==> src/rtl/onewire_pkg.sv <==
// rtl/onewire_pkg.sv - shared encodings and helpers for the 1-wire temperature scheduler
//
// Contents:
//   OP_*      byte-engine command opcodes
//   CMD_*     DS18B20 ROM/function command bytes
//   CRC_POLY  Dallas CRC8 polynomial (reflected form)
//   SCR_LEN   scratchpad length in bytes
//   ERR_*     err_code values
//   state_t   acquisition sequencer states
//   raw_to_dc raw 1/16 degC reading -> signed 0.1 degC
package onewire_pkg;

   localparam logic [1:0] OP_RESET = 2'd0;
   localparam logic [1:0] OP_WRITE = 2'd1;
   localparam logic [1:0] OP_READ  = 2'd2;

   localparam logic [7:0] CMD_SKIP_ROM  = 8'hCC;
   localparam logic [7:0] CMD_CONVERT_T = 8'h44;
   localparam logic [7:0] CMD_READ_SCR  = 8'hBE;

   localparam logic [7:0] CRC_POLY = 8'h8C;
   localparam int         SCR_LEN  = 9;

   localparam logic [1:0] ERR_OK          = 2'd0;
   localparam logic [1:0] ERR_NO_PRESENCE = 2'd1;
   localparam logic [1:0] ERR_CRC         = 2'd2;
   localparam logic [1:0] ERR_TIMEOUT     = 2'd3;

   typedef enum logic [3:0] {
      ST_IDLE,
      ST_RST1,
      ST_SKIP1,
      ST_CONV,
      ST_WAIT_CONV,
      ST_RST2,
      ST_SKIP2,
      ST_RDSCR,
      ST_READ,
      ST_CHECK
   } state_t;

   // Raw reading is in 1/16 degC. Multiply by 10 in a 20-bit signed product,
   // then an arithmetic shift floors toward minus infinity before truncation.
   function automatic logic [15:0] raw_to_dc(input logic [15:0] raw);
      logic signed [19:0] prod;
      prod = $signed({{4{raw[15]}}, raw}) * 20'sd10;
      return 16'(prod >>> 4);
   endfunction

endpackage

==> src/rtl/onewire_crc8.sv <==
// rtl/onewire_crc8.sv - byte-serial Dallas CRC8, one byte per cycle
//
// Ports:
//   clk    in   clock
//   reset  in   synchronous active-high reset, crc -> 0
//   clear  in   synchronous clear, crc -> 0 (wins over en)
//   en     in   fold data into the running crc this cycle
//   data   in   8-bit byte, processed LSB first
//   crc    out  running crc; 0 after a full block with its trailing crc byte
module onewire_crc8
   import onewire_pkg::*;
(
   input  logic       clk,
   input  logic       reset,
   input  logic       clear,
   input  logic       en,
   input  logic [7:0] data,
   output logic [7:0] crc
);

   logic [7:0] crc_next;

   // Bitwise LFSR unrolled across the byte, matching the wire bit order.
   always_comb begin
      crc_next = crc;
      for (int i = 0; i < 8; i++) begin
         if (crc_next[0] ^ data[i]) begin
            crc_next = (crc_next >> 1) ^ CRC_POLY;
         end else begin
            crc_next = crc_next >> 1;
         end
      end
   end

   always_ff @(posedge clk) begin
      if (reset || clear) begin
         crc <= '0;
      end else if (en) begin
         crc <= crc_next;
      end
   end

endmodule

==> src/rtl/onewire_temp_scheduler.sv <==
// rtl/onewire_temp_scheduler.sv - sequences DS18B20 acquisitions over a shared 1-wire byte engine
//
// Ports:
//   clk_main      in   system clock
//   reset         in   synchronous active-high reset
//   start_req     in   one-cycle acquisition request
//   cmd_valid     out  command to byte engine valid
//   cmd_ready     in   byte engine accepts command
//   cmd_op        out  0 reset/presence, 1 write byte, 2 read byte
//   cmd_wdata     out  byte to write
//   rsp_valid     in   one-cycle command completion
//   rsp_data      in   byte read
//   rsp_presence  in   presence detected (reset commands)
//   busy          out  acquisition in progress
//   temp_raw      out  last good {byte1, byte0}
//   temp_dc       out  signed temperature in 0.1 degC
//   temp_valid    out  one-cycle pulse on new good data
//   err_code      out  0 ok, 1 no presence, 2 CRC fail, 3 timeout
//   sample_cnt    out  count of good acquisitions (wrapping)
module onewire_temp_scheduler
   import onewire_pkg::*;
#(
   parameter int unsigned PERIOD_CYC  = 50_000_000,
   parameter int unsigned CONV_CYC    = 37_500_000,
   parameter int unsigned TIMEOUT_CYC = 5_000_000
) (
   input  logic        clk_main,
   input  logic        reset,
   input  logic        start_req,
   output logic        cmd_valid,
   input  logic        cmd_ready,
   output logic [1:0]  cmd_op,
   output logic [7:0]  cmd_wdata,
   input  logic        rsp_valid,
   input  logic [7:0]  rsp_data,
   input  logic        rsp_presence,
   output logic        busy,
   output logic [15:0] temp_raw,
   output logic [15:0] temp_dc,
   output logic        temp_valid,
   output logic [1:0]  err_code,
   output logic [15:0] sample_cnt
);

   localparam logic [31:0] PERIOD_LAST = 32'(PERIOD_CYC) - 32'd1;
   localparam logic [31:0] TMO_LAST    = 32'(TIMEOUT_CYC) - 32'd1;
   localparam logic [3:0]  LAST_BYTE   = 4'(SCR_LEN - 1);

   state_t      state;
   state_t      state_next;

   logic        issued;      // command accepted, response outstanding
   logic [31:0] cyc_cnt;     // shared timeout / conversion wait counter
   logic [31:0] period_cnt;
   logic        pending;
   logic [3:0]  byte_idx;
   logic [7:0]  b0;
   logic [7:0]  b1;
   logic [7:0]  crc;

   logic        is_cmd_state;
   logic        accept;
   logic        rsp_ok;
   logic        timed_out;
   logic        conv_done;
   logic        period_tick;
   logic        presence_fail;
   logic        crc_clear;
   logic        crc_en;
   logic [15:0] new_raw;

   // ---------------------------------------------------------------------
   // Handshake qualifiers
   // ---------------------------------------------------------------------
   assign is_cmd_state = (state == ST_RST1)  || (state == ST_SKIP1) ||
                         (state == ST_CONV)  || (state == ST_RST2)  ||
                         (state == ST_SKIP2) || (state == ST_RDSCR) ||
                         (state == ST_READ);

   assign accept = cmd_valid && cmd_ready;

   // Responses only count once our command has been accepted; strays are dropped.
   assign rsp_ok = is_cmd_state && issued && rsp_valid;

   // One budget for both halves of a command: waiting for acceptance and
   // waiting for the response. The counter restarts on acceptance.
   assign timed_out = is_cmd_state && (cyc_cnt == TMO_LAST) &&
                      !(issued ? rsp_valid : cmd_ready);

   assign conv_done = (cyc_cnt + 32'd1) >= 32'(CONV_CYC);

   assign period_tick = (PERIOD_CYC != 0) && (period_cnt == PERIOD_LAST);

   assign presence_fail = ((state == ST_RST1) || (state == ST_RST2)) &&
                          rsp_ok && !rsp_presence;

   assign crc_clear = (state == ST_RDSCR) && rsp_ok;
   assign crc_en    = (state == ST_READ) && rsp_ok;

   assign new_raw = {b1, b0};

   onewire_crc8 u_crc (
      .clk   (clk_main),
      .reset (reset),
      .clear (crc_clear),
      .en    (crc_en),
      .data  (rsp_data),
      .crc   (crc)
   );

   // ---------------------------------------------------------------------
   // FSM: state register
   // ---------------------------------------------------------------------
   always_ff @(posedge clk_main) begin
      if (reset) begin
         state <= ST_IDLE;
      end else begin
         state <= state_next;
      end
   end

   // ---------------------------------------------------------------------
   // FSM: next state
   // ---------------------------------------------------------------------
   always_comb begin
      state_next = state;
      if (timed_out) begin
         state_next = ST_IDLE;
      end else begin
         case (state)
            ST_IDLE:      if (pending) state_next = ST_RST1;
            ST_RST1:      if (rsp_ok) state_next = rsp_presence ? ST_SKIP1 : ST_IDLE;
            ST_SKIP1:     if (rsp_ok) state_next = ST_CONV;
            ST_CONV:      if (rsp_ok) state_next = ST_WAIT_CONV;
            ST_WAIT_CONV: if (conv_done) state_next = ST_RST2;
            ST_RST2:      if (rsp_ok) state_next = rsp_presence ? ST_SKIP2 : ST_IDLE;
            ST_SKIP2:     if (rsp_ok) state_next = ST_RDSCR;
            ST_RDSCR:     if (rsp_ok) state_next = ST_READ;
            ST_READ:      if (rsp_ok && (byte_idx == LAST_BYTE)) state_next = ST_CHECK;
            ST_CHECK:     state_next = ST_IDLE;
            default:      state_next = ST_IDLE;
         endcase
      end
   end

   // ---------------------------------------------------------------------
   // FSM: outputs
   // ---------------------------------------------------------------------
   always_comb begin
      cmd_valid = is_cmd_state && !issued;
      busy      = (state != ST_IDLE);
      cmd_op    = OP_RESET;
      cmd_wdata = 8'h00;
      case (state)
         ST_SKIP1, ST_SKIP2: begin
            cmd_op    = OP_WRITE;
            cmd_wdata = CMD_SKIP_ROM;
         end
         ST_CONV: begin
            cmd_op    = OP_WRITE;
            cmd_wdata = CMD_CONVERT_T;
         end
         ST_RDSCR: begin
            cmd_op    = OP_WRITE;
            cmd_wdata = CMD_READ_SCR;
         end
         ST_READ: begin
            cmd_op    = OP_READ;
         end
         default: begin
            cmd_op    = OP_RESET;
         end
      endcase
   end

   // ---------------------------------------------------------------------
   // Command bookkeeping and counters
   // ---------------------------------------------------------------------
   always_ff @(posedge clk_main) begin
      if (reset) begin
         issued   <= 1'b0;
         cyc_cnt  <= '0;
         byte_idx <= '0;
         b0       <= '0;
         b1       <= '0;
      end else begin
         // A response either moves the FSM on or, in READ, re-arms the
         // next read; in both cases the next command starts unissued.
         if ((state_next != state) || rsp_ok) begin
            issued <= 1'b0;
         end else if (accept) begin
            issued <= 1'b1;
         end

         if ((state_next != state) || accept || rsp_ok) begin
            cyc_cnt <= '0;
         end else begin
            cyc_cnt <= cyc_cnt + 32'd1;
         end

         if (crc_clear) begin
            byte_idx <= '0;
         end else if (crc_en) begin
            byte_idx <= byte_idx + 4'd1;
         end

         // Only the temperature bytes are kept; the rest feed the CRC.
         if (crc_en && (byte_idx == 4'd0)) b0 <= rsp_data;
         if (crc_en && (byte_idx == 4'd1)) b1 <= rsp_data;
      end
   end

   // ---------------------------------------------------------------------
   // Trigger merge: timer and on-demand requests share one pending bit
   // ---------------------------------------------------------------------
   always_ff @(posedge clk_main) begin
      if (reset) begin
         period_cnt <= '0;
         pending    <= 1'b0;
      end else begin
         if (PERIOD_CYC != 0) begin
            period_cnt <= period_tick ? 32'd0 : period_cnt + 32'd1;
         end

         // A fresh trigger in the consuming cycle is a new request, so set wins.
         if (start_req || period_tick) begin
            pending <= 1'b1;
         end else if (state == ST_IDLE) begin
            pending <= 1'b0;
         end
      end
   end

   // ---------------------------------------------------------------------
   // Result publication
   // ---------------------------------------------------------------------
   always_ff @(posedge clk_main) begin
      if (reset) begin
         temp_raw   <= '0;
         temp_dc    <= '0;
         temp_valid <= 1'b0;
         err_code   <= ERR_OK;
         sample_cnt <= '0;
      end else begin
         temp_valid <= 1'b0;
         if (timed_out) begin
            err_code <= ERR_TIMEOUT;
         end else if (presence_fail) begin
            err_code <= ERR_NO_PRESENCE;
         end else if (state == ST_CHECK) begin
            if (crc == 8'h00) begin
               temp_raw   <= new_raw;
               temp_dc    <= raw_to_dc(new_raw);
               temp_valid <= 1'b1;
               err_code   <= ERR_OK;
               sample_cnt <= sample_cnt + 16'd1;
            end else begin
               err_code <= ERR_CRC;
            end
         end
      end
   end

endmodule

==> config.mk <==
export PLATFORM = sky130hd
export DESIGN_NAME = onewire_temp_scheduler
export DESIGN_NICKNAME = d
export VERILOG_FILES = /design/src/rtl/onewire_pkg.sv /design/src/rtl/onewire_crc8.sv /design/src/rtl/onewire_temp_scheduler.sv
export SDC_FILE = /design/constraint.sdc
export NUM_CORES = 1
export LEC_CHECK = 0
export ABC_AREA = 1
export BUFFER_PORTS_ARGS = -buffer_cell sky130_fd_sc_hd__buf_2
export CORE_ASPECT_RATIO = 0.8
export CORE_UTILIZATION = 40
export CTS_CLUSTER_DIAMETER = 50
export DETAILED_ROUTE_END_ITERATION = 8
export GPL_ROUTABILITY_DRIVEN = 0
export PLACE_DENSITY_LB_ADDON = 0.1
export SETUP_SLACK_MARGIN = 0.02
export SLEW_MARGIN = 40
export SYNTH_ARGS = -nofsm -noshare
export SYNTH_HDL_FRONTEND = slang
export SYNTH_HIERARCHICAL = 1
export SYNTH_SLANG_ARGS = --single-unit
==> constraint.sdc <==
create_clock -name clk_main -period 3.4 [get_ports clk_main]
set_input_delay 0.51 -clock clk_main [delete_from_list [all_inputs] [get_ports clk_main]]
set_output_delay 0.51 -clock clk_main [all_outputs]
set_load 0.02 [all_outputs]
==> results.sh, run 1 <==
export IMPL_core_area_sq_mm=0.0207
export IMPL_syn_area_sq_mm=0.00847
export IMPL_area_growth_pct=14.6
export IMPL_cts_resized=0
export IMPL_timing_final_hold_violations=0
export IMPL_syn_instance_count=1270
export IMPL_cap_violations=0
export IMPL_synth_avg_cell_area_sq_um=6.67
export IMPL_path_clk_slew_ns=0.06
export IMPL_io_buffers=75
export IMPL_antenna_found_initial=0
export IMPL_fin_util=0.469
export IMPL_ys_seq_elements=149
export IMPL_tightest_slew_ns=0.524
export IMPL_nFillCells=2182
export IMPL_crit_chain="ha_1 > ha_1 > fa_1 > a21oi_1 > o21bai_1 > nand2_1 > nand2_1 > a21oi_1 > o21ai_0 > inv_1 > nor2_1 > nor2_1 > o21ai_0 > xor2_1 > o21ai_0 > inv_1"
export IMPL_synthArstFlopShare=0
export IMPL_grt_pass1_vias=7156
export IMPL_fin_setup_tns_ns=0
export IMPL_ctsHoldBuffers=0
export IMPL_hp_class="input pin to register"
export IMPL_ir_worst_vdd_mv=0.278
export IMPL_fin_area_sq_mm=0.00971
export IMPL_grt_max_degree=58
export IMPL_ys_seq_area_frac=0.352
export IMPL_yosys_warnings=6
export IMPL_htree_levels=4
export IMPL_cp_arrival_ns=3.23
export IMPL_finalPower_mw=3.81
export IMPL_routedWlPerCell_um=13.5
export IMPL_start_util=0.409
export IMPL_synth_distinct_cells=44
export IMPL_setup_violations=0
export IMPL_num_rows=47
export IMPL_slowest_stage="fa_1"
export IMPL_num_io_pins=77
export IMPL_final_max_slew_viol_count=0
export IMPL_drt_first_iter_violations=523
export IMPL_outcome="finished clean"
export IMPL_dpl_cell_area_sq_mm=0.00911
export IMPL_crit_path_max_incr_delay_ns=0.40
export IMPL_avgViaCountPerCell=4.86
export IMPL_crit_top_cell="o21ai_0"
export IMPL_synth_edff_count=0
export IMPL_die_area_sq_mm=0.0218
export IMPL_fin_crit_ns=2.91
export IMPL_diodes=0
export IMPL_routed_wl_um=21900
export IMPL_final_net_count=1397
export IMPL_grt_pass1_wl_um=36000
export IMPL_worstSkewPairLatency_ns=0.43
export IMPL_cp_data_required_time_ns=3.72
export IMPL_grt_usage=0.209
export IMPL_finalCritPeriodShare=0.854
export IMPL_ys_flop_type="dfxtp_1"
export IMPL_finClkSkew_ns=0.0151
export IMPL_dpl_cell_count=1595
export IMPL_path_class="register to register"
export IMPL_critical_path_top_delay_family="compound AO/OA/AOI/OAI gates"
export IMPL_max_freq_ghz=0.344
export IMPL_p_per_area_mw_per_mm2=392
export IMPL_cts_setup_buffers=0
export IMPL_cts_sinks=149
export IMPL_cp_end_kind="register"
export IMPL_start_kind="register"
export IMPL_die_w_um=165
export IMPL_critPathBufInv=2
export IMPL_drc=0
export IMPL_root_buffer="clkbuf_16"
export IMPL_drive_gt1_frac=0.141
export IMPL_tritoncts="done"
export IMPL_dpl_hpwl_um=16700
export IMPL_syn_num_nets=1320
export IMPL_ant_nets=0
export IMPL_vias=7909
export IMPL_instances_no_fill=1628
export IMPL_dieHeight_um=132
export IMPL_cts_buffer_depth=2
export IMPL_rsz0062_at_grt="no"
export IMPL_cts_buffers=17
export IMPL_slew_headroom=0.648
export IMPL_leakage_nw=4.16
export IMPL_crit_fanout=4
export IMPL_grt_remaining_overflow=0
export IMPL_drtPass1Iterations=6
metal layers:
metal | vias up | GRT usage | routed length, um
li1 | 4242 | - | -
met1 | 3488 | 0.306 | 11300
met2 | 164 | 0.313 | 9420
met3 | 15 | 0.0374 | 1020
met4 | 0 | 0.0499 | 189
met5 | - | 0 | 0
worst register-to-register path, cell delays in order, from the launching register on:
cell	delay [ns]
dfxtp_1	0.39
ha_1	0.25
ha_1	0.24
fa_1	0.40
a21oi_1	0.17
o21bai_1	0.12
nand2_1	0.07
nand2_1	0.05
a21oi_1	0.24
o21ai_0	0.12
inv_1	0.10
nor2_1	0.05
nor2_1	0.14
o21ai_0	0.12
xor2_1	0.16
o21ai_0	0.15
inv_1	0.05
final cells by class:
type	count	area (sq um)	share of cell area
tap	269	337	0.0347
inverter	163	612	0.0630
clock inverter	13	131	0.0135
multi-input combinational	930	4720	0.487
clock buffer	18	439	0.0452
sequential	149	2980	0.307
timing repair buffer	86	483	0.0497
cell usage in the layout (no fill, tap or decap), types with 3 or more instances in the layout:
cell / n
nor4_1: 15
o211ai_1: 5
nor2_4: 4
xnor2_1: 8
a21oi_1: 75
nand4_1: 18
nand3b_1: 5
buf_2: 75
nand3_1: 52
buf_4: 9
nor3b_1: 9
ha_1: 35
nand2_2: 17
o21ai_1: 5
o21ai_0: 79
xor2_1: 20
nor2_1: 187
nor3_1: 34
o21a_1: 4
inv_1: 156
inv_2: 6
nor2_2: 36
clkbuf_16: 17
nand2_1: 296
a31oi_1: 4
clkinv_2: 6
o21bai_1: 3
dfxtp_1: 149
per-stage QoR:
stage | hold slack, ns | worst slack [ns]
6_report | 0.362 | 0.495
5_1_grt | 0.381 | 0.164
4_1_cts | 0.353 | 0.333
3_5_place_dp | 0.443 | 0.347
3_3_place_gp | 0.432 | 0.383
2_1_floorplan | 0.417 | 0.813
Yosys cell counts (2+ instances only):
library cell,instances,area (sq um)
xnor2_1,8,70.1
nor3_2,2,20.0
nor2_1,187,702
o211ai_1,5,37.5
o21bai_1,3,22.5
nand3_1,52,260
a211oi_1,2,15.0
nand2_2,17,106
nand3b_1,5,37.5
dfxtp_1,149,2980
xor2_1,20,175
clkbuf_1,19,71.3
buf_4,5,37.5
a21oi_1,75,375
nand2_1,296,1110
o21ai_1,5,25.0
o21a_1,4,30.0
buf_6,4,45.0
inv_1,156,586
nand3_2,2,20.0
inv_2,6,22.5
nor3b_1,9,67.6
ha_1,35,438
o21ai_0,79,395
a31oi_1,4,25.0
nor3_1,34,170
nor2_4,4,45.0
nor4_1,15,93.8
nor2_2,36,225
nand4_1,18,113
sequential cells by signal, indices dropped and copies added, names as in the netlist:
register	flops
b0	8
b1	8
byte_idx	4
cyc_cnt	32
err_code	2
issued	1
pending	1
period_cnt	32
sample_cnt	16
state	4
temp_dc	16
temp_raw	16
temp_valid	1
u_crc/crc	8
power breakdown:
| group | switching (mW) | internal (mW) | total (mW) |
|---|---|---|---|
| sequential | 0.00932 | 1.75 | 1.76 |
| combinational | 0.131 | 0.0608 | 0.192 |
| clock | 0.762 | 1.09 | 1.85 |
logic make-up after synthesis:
group	after synthesis	share of synthesized area
other cells	1	0.000443
flops	149	0.352
xor+xnor	29	0.0309
buf+inv	191	0.0904
compound gates	181	0.114
fa+ha+maj	36	0.0541
simple gates	683	0.359
final timing paths:
path	to	slack, ns	startpoint	depth (start not counted)
worst max register to register	temp_dc[12]$_SDFFE_PP0P_	0.49	b0[3]$_SDFFE_PP0P_	16
worst min register to register	period_cnt[0]$_SDFF_PP0_	0.45	period_cnt[0]$_SDFF_PP0_	1
worst min-delay path	pending$_SDFFE_PP0P_	0.36	start_req	3
worst max-delay path	temp_dc[12]$_SDFFE_PP0P_	0.49	b0[3]$_SDFFE_PP0P_	16
(Power assumes the default switching activity.)
==> inputs of run 2 (changes only) <==
==> constraint.sdc (replaced) <==
create_clock -name clk_main -period 3.4 [get_ports clk_main]
set_input_delay 0.68 -clock clk_main [delete_from_list [all_inputs] [get_ports clk_main]]
set_output_delay 0.68 -clock clk_main [all_outputs]
set_load 0.02 [all_outputs]
==> run 2 against run 1 <==
Effect of this change: first-iteration DRC count decreased by 1.3%; setup slack got worse by 0.10 ns; sequential share of layout area increased by 0.067 points; global-route usage increased by 0.18 points; worst hold slack improved by 0.086 ns; routed wire length increased by 1.2%; die area unchanged; largest cell class unchanged; largest power group unchanged.
==> results.sh, run 2 (synthesized netlist as in run 1, its figures left out) <==
export IMPL_num_io_pins=77
export IMPL_die_area_sq_mm=0.0218
export IMPL_grt_pass1_wl_um=36300
export IMPL_r2r_setup_slack_ns=0.39
export IMPL_final_max_slew_viol_count=0
export IMPL_seqCellArea_sq_mm=0.00298
export IMPL_routed_wl_um=22200
export IMPL_drive_gt1_frac=0.138
export IMPL_whs_path_depth=1
export IMPL_slew_headroom=0.628
export IMPL_ir_worst_vdd_mv=0.322
export IMPL_setup_ws_ns=0.392
export IMPL_fin_crit_ns=3.01
export IMPL_path_clk_slew_ns=0.06
export IMPL_multi_input_area_sq_mm=0.00472
export IMPL_reg2reg_from="cyc_cnt[0]$_SDFF_PP0_"
export IMPL_dpl_hpwl_um=16700
export IMPL_crit_fanout=17
export IMPL_reg2reg_to="cyc_cnt[21]$_SDFF_PP0_"
export IMPL_grt_remaining_overflow=0
export IMPL_hp_class="register to register"
export IMPL_vias=8019
export IMPL_leakage_nw=4.15
export IMPL_start_kind="register"
export IMPL_setup_violations=0
export IMPL_area_growth_pct=14.3
export IMPL_htree_levels=4
export IMPL_ctsHoldBuffers=0
export IMPL_max_freq_ghz=0.332
export IMPL_power_switching_uw=915
export IMPL_core_area_sq_mm=0.0207
export IMPL_final_common_cell="nand2_1"
export IMPL_root_buffer="clkbuf_16"
export IMPL_holdWs_ns=0.448
export IMPL_place_ws_ns=0.381
export IMPL_power_share_combinational=0.049
export IMPL_dieHeight_um=132
export IMPL_io_buffers=75
export IMPL_cp_arrival_ns=3.36
export IMPL_reg2regPathDepth=18
export IMPL_grt_usage=0.210
export IMPL_ant_nets=0
export IMPL_internal_power_mw=2.89
export IMPL_cp_end_kind="register"
export IMPL_dpl_cell_area_sq_mm=0.00912
export IMPL_cts_buffers=17
export IMPL_final_cell_mix="296 x nand2_1, 187 x nor2_1, 156 x inv_1"
export IMPL_cts_sinks=149
export IMPL_grt_pass1_vias=7227
export IMPL_min_to="period_cnt[0]$_SDFF_PP0_"
export IMPL_num_rows=47
export IMPL_finalCritPeriodShare=0.885
export IMPL_fin_setup_tns_ns=0
export IMPL_path_class="register to register"
export IMPL_rsz0062_at_grt="no"
export IMPL_p_sw_frac=0.241
export IMPL_drtPass1Iterations=7
export IMPL_diodes=0
export IMPL_timing_final_hold_violations=0
export IMPL_cts_resized=0
export IMPL_outcome="finished clean"
export IMPL_drt_first_iter_violations=516
export IMPL_routedWlPerCell_um=13.6
export IMPL_antenna_found_initial=0
export IMPL_fin_area_sq_mm=0.00969
export IMPL_cap_violations=0
export IMPL_seqPwrFrac=0.464
export IMPL_min_from="period_cnt[0]$_SDFF_PP0_"
export IMPL_crit_start="cyc_cnt[0]$_SDFF_PP0_"
export IMPL_worstSkewPairLatency_ns=0.43
export IMPL_fin_util=0.468
export IMPL_instances_no_fill=1627
export IMPL_avgViaCountPerCell=4.93
export IMPL_tightest_slew_ns=0.552
export IMPL_p_per_area_mw_per_mm2=393
export IMPL_reg_top3="cyc_cnt (32), period_cnt (32)"
export IMPL_die_w_um=165
export IMPL_cts_setup_buffers=0
export IMPL_final_net_count=1395
export IMPL_drc=0
export IMPL_dpl_cell_count=1595
export IMPL_start_util=0.409
export IMPL_nFillCells=2149
export IMPL_cts_buffer_depth=2
export IMPL_grt_max_degree=58
export IMPL_p_clk_frac=0.487
export IMPL_cp_data_required_time_ns=3.76
export IMPL_finClkSkew_ns=0.0138
export IMPL_finalPower_mw=3.80
export IMPL_tritoncts="done"
==> run 2: how the worst max path moves through the flow <==
stage               cells past startpoint                        to  slack, ns
detailed placement                     14    cyc_cnt[23]$_SDFF_PP0_       0.38
finish                                 18    cyc_cnt[21]$_SDFF_PP0_       0.39
floorplan                              16  temp_dc[12]$_SDFFE_PP0P_       0.81
global route                           17    cyc_cnt[21]$_SDFF_PP0_       0.06
global placement                       14    cyc_cnt[19]$_SDFF_PP0_       0.37
CTS                                    18    cyc_cnt[23]$_SDFF_PP0_       0.37
==> run 2: critical path, stage by stage, from the launching register on <==
cell and delay, ns:
dfxtp_1 0.41, ha_1 0.27, inv_1 0.11, nor2_4 0.22, nand3_1 0.16, o21bai_1 0.16, nand2_1 0.09, nor2_1 0.14
nand2_1 0.07, o21ai_1 0.15, nand2_1 0.07, nand3_1 0.09, nand2_1 0.05, nand2_1 0.07, nand2_1 0.09, nand2_2 0.11
nand4_4 0.30, buf_12 0.30, nor2_2 0.08
==> run 2: layer usage <==
metal | vias up | track usage | part of all wire
li1 | 4239 | - | -
met1 | 3585 | 0.314 | 0.52
met2 | 175 | 0.310 | 0.43
met3 | 20 | 0.0368 | 0.046
met4 | 0 | 0.0520 | 0.010
met5 | - | 0 | 0
==> run 2: layout make-up <==
cell class                      instances  area share
Multi-Input combinational cell        930       0.488
Sequential cell                       149       0.308
Inverter                              163      0.0632
Timing Repair Buffer                   84      0.0483
Clock buffer                           19      0.0447
Tap cell                              269      0.0347
Clock inverter                         13      0.0136
==> run 2: power by group through the flow <==
stage	Combinational, mW	Sequential (mW)	Clock [mW]
floorplan	0.140	1.80	0
global placement	0.186	1.80	0
detailed placement	0.187	1.80	0
CTS	0.188	1.76	1.89
global route	0.209	1.76	1.96
finish	0.187	1.76	1.85
